<file path="src/rtl/cifra_arbitro.sv">
`default_nettype none
// ============================================================================
//  Module      : cifra_arbitro
//  Description : Two-requester arbiter that shares one BCD cipher unit.
//                Grants one digit at a time (alternating under contention),
//                strobes the cipher, waits LAT cycles, captures the code and
//                acknowledges the granted requester.
//  Revision    : 1.0  initial release
// ============================================================================
module cifra_arbitro #(
    parameter int LAT = 1
) (
    input  logic       clk,
    input  logic       reset,
    input  logic       req0,
    input  logic [3:0] dig0,
    input  logic       req1,
    input  logic [3:0] dig1,
    output logic       ack0,
    output logic       ack1,
    output logic [4:0] res,
    output logic       err,
    output logic [3:0] cif_e,
    output logic       cif_ready,
    input  logic [4:0] cif_s,
    output logic       busy,
    output logic [7:0] count
);

    localparam logic [3:0] LAT_LOAD = 4'(LAT);

    typedef enum logic [1:0] {
        IDLE  = 2'd0,
        ISSUE = 2'd1,
        WAIT  = 2'd2,
        RESP  = 2'd3
    } state_t;

    state_t     state;
    state_t     state_nx;
    logic [3:0] wait_cnt;
    logic       gnt_idx;     // requester currently being served
    logic       last_srv;    // requester served most recently
    logic       grant_go;
    logic       grant_sel;

    // State register; reset aborts any transaction in flight
    always_ff @(posedge clk) begin
        if (reset) state <= IDLE;
        else       state <= state_nx;
    end

    // Next-state logic and arbitration decision
    always_comb begin
        state_nx  = state;
        grant_go  = 1'b0;
        grant_sel = 1'b0;
        case (state)
            IDLE: begin
                if (req0 && req1) begin
                    grant_go  = 1'b1;
                    grant_sel = ~last_srv;   // the one not served last wins
                end else if (req0) begin
                    grant_go  = 1'b1;
                    grant_sel = 1'b0;
                end else if (req1) begin
                    grant_go  = 1'b1;
                    grant_sel = 1'b1;
                end
                if (grant_go) state_nx = ISSUE;
            end
            ISSUE:   state_nx = WAIT;
            WAIT:    if (wait_cnt == 4'd1) state_nx = RESP;
            RESP:    state_nx = IDLE;
            default: state_nx = IDLE;
        endcase
    end

    // Datapath: digit latch, wait counter, result capture, served counter
    always_ff @(posedge clk) begin
        if (reset) begin
            cif_e    <= 4'd0;
            gnt_idx  <= 1'b0;
            last_srv <= 1'b1;        // so requester 0 wins the first tie
            wait_cnt <= 4'd0;
            res      <= 5'd0;
            err      <= 1'b0;
            count    <= 8'd0;
        end else begin
            case (state)
                IDLE: begin
                    if (grant_go) begin
                        cif_e   <= grant_sel ? dig1 : dig0;
                        gnt_idx <= grant_sel;
                    end
                end
                ISSUE: wait_cnt <= LAT_LOAD;
                WAIT: begin
                    wait_cnt <= wait_cnt - 4'd1;
                    if (wait_cnt == 4'd1) begin
                        res <= cif_s;
                        err <= cif_e[3] & (cif_e[2] | cif_e[1]);
                    end
                end
                RESP: begin
                    last_srv <= gnt_idx;
                    if (!err) count <= count + 8'd1;
                end
                default: ;
            endcase
        end
    end

    // Strobes decode directly from the state register, so reset clears them
    assign busy      = (state != IDLE);
    assign cif_ready = (state == ISSUE);
    assign ack0      = (state == RESP) && !gnt_idx;
    assign ack1      = (state == RESP) &&  gnt_idx;

endmodule
`default_nettype wire

</file>
<file path="config.mk">
export PLATFORM = sky130hd
export DESIGN_NAME = cifra_arbitro
export DESIGN_NICKNAME = d
export VERILOG_FILES = /design/src/rtl/cifra_arbitro.sv
export SDC_FILE = /design/constraint.sdc
export NUM_CORES = 1
export LEC_CHECK = 0
export ABC_AREA = 1
export ABC_CLOCK_PERIOD_IN_PS = 1650
export CORE_UTILIZATION = 45
export DETAILED_ROUTE_END_ITERATION = 8
export PLACE_DENSITY_LB_ADDON = 0.3
export SLEW_MARGIN = 20
export SYNTH_ARGS = -nofsm -noshare
export SYNTH_HDL_FRONTEND = slang
export SYNTH_SLANG_ARGS = --single-unit
</file>
<file path="constraint.sdc">
create_clock -name clk -period 1.65 [get_ports clk]
set_input_delay 0.33 -clock clk [delete_from_list [all_inputs] [get_ports clk]]
set_output_delay 0.33 -clock clk [all_outputs]
set_load 0.05 [all_outputs]
</file>
* Word level (Yosys, flattened, before mapping)
Cells that the tools add are included.
** Cells by class
- Add/subtract/negate cells :: 2
- Eq/ne operators :: 6
- Multiplexer cells :: 13
- Bitwise logic cells :: 4
- Reductions and logical operators :: 11
** Operators by type and width (number)
- adder 8 x 1 -> 8 bit, second input constant :: 1
- two-way mux 1 bit :: 8
- case mux 2 bit (4 select lines) :: 1
- case mux 4 bit (2 select lines) :: 1
- AND reduction 2 bit :: 4
- == test 2 bit, second input constant :: 2
- == test 4 x 1 -> 1 bit, second input constant :: 1
- two-way mux 2 bit :: 2
- two-way mux 4 bit :: 1
- != test 2 bit, second input constant :: 2
- nonzero test 2 bit :: 2
- subtractor 4 x 1 -> 4 bit, second input constant :: 1
- logical AND 1 bit :: 3
- == test 2 x 1 -> 1 bit, second input constant :: 1
- logical NOT 2 bit :: 1
- inverter 1 bit :: 2
- bitwise AND 1 bit :: 1
- logical NOT 1 bit :: 1
- OR 1 bit :: 1
** Word-level totals
- Bits in registers :: 26
- Word-level logic and storage cells :: 44
- Bits of input ports :: 17
- Output and inout port bits :: 22

* Logic depth before layout (Yosys ltp)
- Word-level depth :: 6
- Mapped depth :: 9
- Depth with buffers taken out :: 8

* Worst setup path after synthesis
OpenSTA, ideal clock, no wires.
- Path type :: register to output
- From :: register state[1]
- To :: output ack0
- Data arrival time :: 1.300 ns
- Data required time :: 1.320 ns
- Slack :: 0.020 ns
- Stages on the path, launching flop included :: 4
- Path buffers :: 0
- Cell sequence :: dfxtp_1 -> ha_1 -> inv_1 -> nor2_1
** Between the ends
- Cells in the longest elaborated chain, start to end :: 2
** RTL lines
- start: declaration :: RTL line 39 : state_t state;
- start signal: assignment :: RTL line 50 : else state <= state_nx;
- == test 2 bit :: RTL line 117 : assign ack0 = (state == RESP) && !gnt_idx;
- logical AND 1 bit :: RTL line 117
- end: declaration :: RTL line 19 : output logic ack0,
Every way passes these cells.

* Worst setup path in the final report
Ends and elaborated chain as after synthesis.

==> results by group <==
Clock tree
  • Clk buf depth: 2
  • CTS tree: built
  • Clock sink count: 26
  • Clk Tree Root Cell: clkbuf_4
  • H-tree depth: 1
  • Num CTS Buffers: 3
  • Clk slew on worst S/H paths: 130 ps
  • Clk_lat worst skew: 320 ps

Floorplanning
  • Die Ht: about 55 um
  • Die area: 3020 um^2
  • Initial core utilization: 49.1%
  • I/O pin count: 39
  • Core Footprint: 2570 um^2
  • Row Count: 18
  • Die X: 54.9 um

Detailed routing
  • First-pass DRT Iterations: 4
  • Post-route ant nets: 0
  • Via count: 1250
  • Via/cell ratio: slightly above 5
  • Drt wl/cell: 12.1 um
  • WL final: 3000 um
  • DRC viols: 0
  • First DRT Iteration DRCs: 16

Pwr
  • Pwr per Cell Area: 1380 nW/um^2
  • Combinational share of power: between 50 and 60%
  • Worst VDD drop: 1.26 mV
  • Cell Int Power: between 1 and 1.5 mW
  • Sw Share: roughly 44%
  • Leak: 0.796 nW
  • Power, Total: 2.39 mW
  • Psw: 1.06 mW
  • Flop pwr share: 35.1%
  • Part of the power in the clock network: 11.0%

Cells and area
  • Share of cells above drive strength 1: ~20%
  • Area Growth Syn to Fin: 37.4%
  • Nets: between 200 and 250
  • Post-route cell area: 1730 um^2
  • Filler cell count: roughly 250
  • Antenna cells: 0
  • Core Util, Final: 67.4%
  • Commonest cells after routing, fill and taps aside: inv_1 (29), nand2_1 (29), dfxtp_1 (24), buf_4 (24)

STA
  • Setup-failing EPs final: 0
  • RSZ-0062 raised after global routing: yes
  • TNS Setup: 0 ps
  • Worst setup margin: approximately 36 ps
  • Worst slew pin tran: 393 ps
  • Crit path time final: 1610 ps
  • Worst Clk Skew: 0.778 ps
  • Max Clk Rate: 620 MHz
  • Relative slew margins: 73.8%
  • Final max-slew violation count: 0
  • Tcrit/Tclk final: 97.8%
  • Endpoints failing hold: 0

Synth
  • Xor/xnor share of the synthesized area: 0%
  • Post-synthesis compound-gate area fraction: approximately 13%
  • Post-synth EDFFs: 0
  • Main combinational cell family by area after synthesis: simple AND/OR/NAND/NOR gates
  • #FFs+latches synth: 26
  • Post-Synth Simple-Gate Area: 26.8%
  • Syn avg cell area: 7.20 um^2
  • Post-synthesis mux area share: 0%
  • Mapped Area: 1260 um^2
  • Post-synthesis adder-cell area fraction: 6.95%
  • Cell variety after synth: 19
  • Post-Synthesis Net Count: 199
  • Synth Instances: 175
  • Sequential share of the synthesized area: about two fifths
  • Ys async rst share: 0%
  • Main flop type after synthesis: dfxtp_1
  • Synthesis Warnings: 0

Placement
  • Post-DP HPWL: around 2300 um
  • Placed inst area: 1670 um^2
  • IO buf count: 38
  • Placer Congestion: 0.726
  • DP Worst Slack: 71.7 ps

Min path
  • Hold WC Path Type: register to register
  • Hold Crit Start: res[0]
  • Hold path endpoint: res[0]
  • Worst hold path stage count: 2

Critical path
  • RR Endpoint: res[0]
  • Critical path data arrival time: 1280 ps
  • Worst R2R Path Depth: 6
  • WS Path Type: register to output pin
  • Flop2flop setup slack: 240 ps
  • Req. time, crit path: 1320 ps
  • Max stage delay on crit path: 380 ps
  • Startpoint types: register
  • Crit end category: output pin
  • R2r startpoint: state[0]
  • Critical path, cell by cell: ha_2, inv_1, nor2_2, buf_12
  • Slowest cell on crit path: dfxtp_2
  • Crit-path max FO: 4

Outcome
  • Status: completed

Global route
  • Total Routing Usage GR: 22.1%
  • Initial antenna violation count: 0
  • Gr ovfl total: 0
  • Largest net degree at the start of global routing: 14
  • Global-route wire length before repair: 4570 um
  • Vias in the first global route: 1118

Flow run
  • Max_cap viols: 0
[layout make-up]
| type | count | area [um^2] | share of cell area, % |
|---|---|---|---|
| clock buffer | 3 | 22.5 | 1.30 |
| inverter | 33 | 124 | 7.15 |
| multi-input combinational | 112 | 604 | 34.9 |
| sequential | 26 | 523 | 30.2 |
| tap | 30 | 37.5 | 2.17 |
| timing repair buffer | 44 | 420 | 24.3 |
[cell families after synthesis]
| group | after synthesis |
|---|---|
| flops | 26 |
| fa+ha+maj | 7 |
| compound gates | 29 |
| buf+inv | 37 |
| simple gates | 76 |
[power by group through the flow]
stage / combinational, mW / clock [mW] / sequential (mW)
finish: 1.29 / 0.264 / 0.840
global route: 1.40 / 0.290 / 0.854
CTS: 1.25 / 0.270 / 0.839
detailed placement: 1.22 / 0 / 0.847
global placement: 1.16 / 0 / 0.843
floorplan: 0.606 / 0 / 1.06
[per-stage QoR]
step / hold WS (ps) / instances
floorplan: 399 / 175
global placement: 433 / 243
detailed placement: 440 / 243
CTS: 459 / 247
global route: 469 / 248
finish: 454 / 248
[flip-flops by register name, summed over array words and instances (netlist names)]
register	count
cif_e	4
count	8
err	1
gnt_idx	1
last_srv	1
res	5
state	2
wait_cnt	4
[cell usage after synthesis (2+ instances only)]
cell,n,area [um^2]
inv_1,30,113
nand2_1,30,113
dfxtp_1,26,521
nor2_1,18,67.6
a21oi_1,17,85.1
nand3_1,13,65.1
o21ai_0,10,50.1
ha_1,7,87.6
nand4_1,7,43.8
nor3_1,5,25.0
inv_2,3,11.3
buf_4,2,15.0
[how the worst max path moves through the flow]
stage	startpoint	endpoint	slack [ps]	depth (start not counted)
2_1_floorplan	state[1]	ack0	20	3
3_3_place_gp	reset	wait_cnt[3]	130	4
3_5_place_dp	req1	cif_e[1]	70	7
4_1_cts	state[1]	ack1	10	5
5_1_grt	state[1]	ack1	-10	5
6_report	state[1]	ack0	40	4
[repair_timing]
item                                    4_1_cts  5_1_grt
endpoints found under the setup margin        3        9
pin swaps                                     0        1
resized for setup                             6        2
buffers inserted                              1        1
hold buffers                                  0        0
gates cloned                                  0        0
[layer usage]
| layer | part of all wire, % | GRT usage (%) | up-vias |
|---|---|---|---|
| li1 | - | - | 644 |
| met1 | 38 | 21.1 | 556 |
| met2 | 53 | 42.6 | 45 |
| met3 | 7.4 | 6.28 | 5 |
| met4 | 1.3 | 10.8 | 0 |
| met5 | 0 | 0 | - |
[worst max-delay path: cells and delay by family, from the launching register on]
kind                       cells  cell delay [ps]
DFF                            1              380
buffers and inverters          2              240
adders and majority gates      1              180
and+or+nand+nor                1              160
Note: power is estimated with default switching activity, not from simulation.
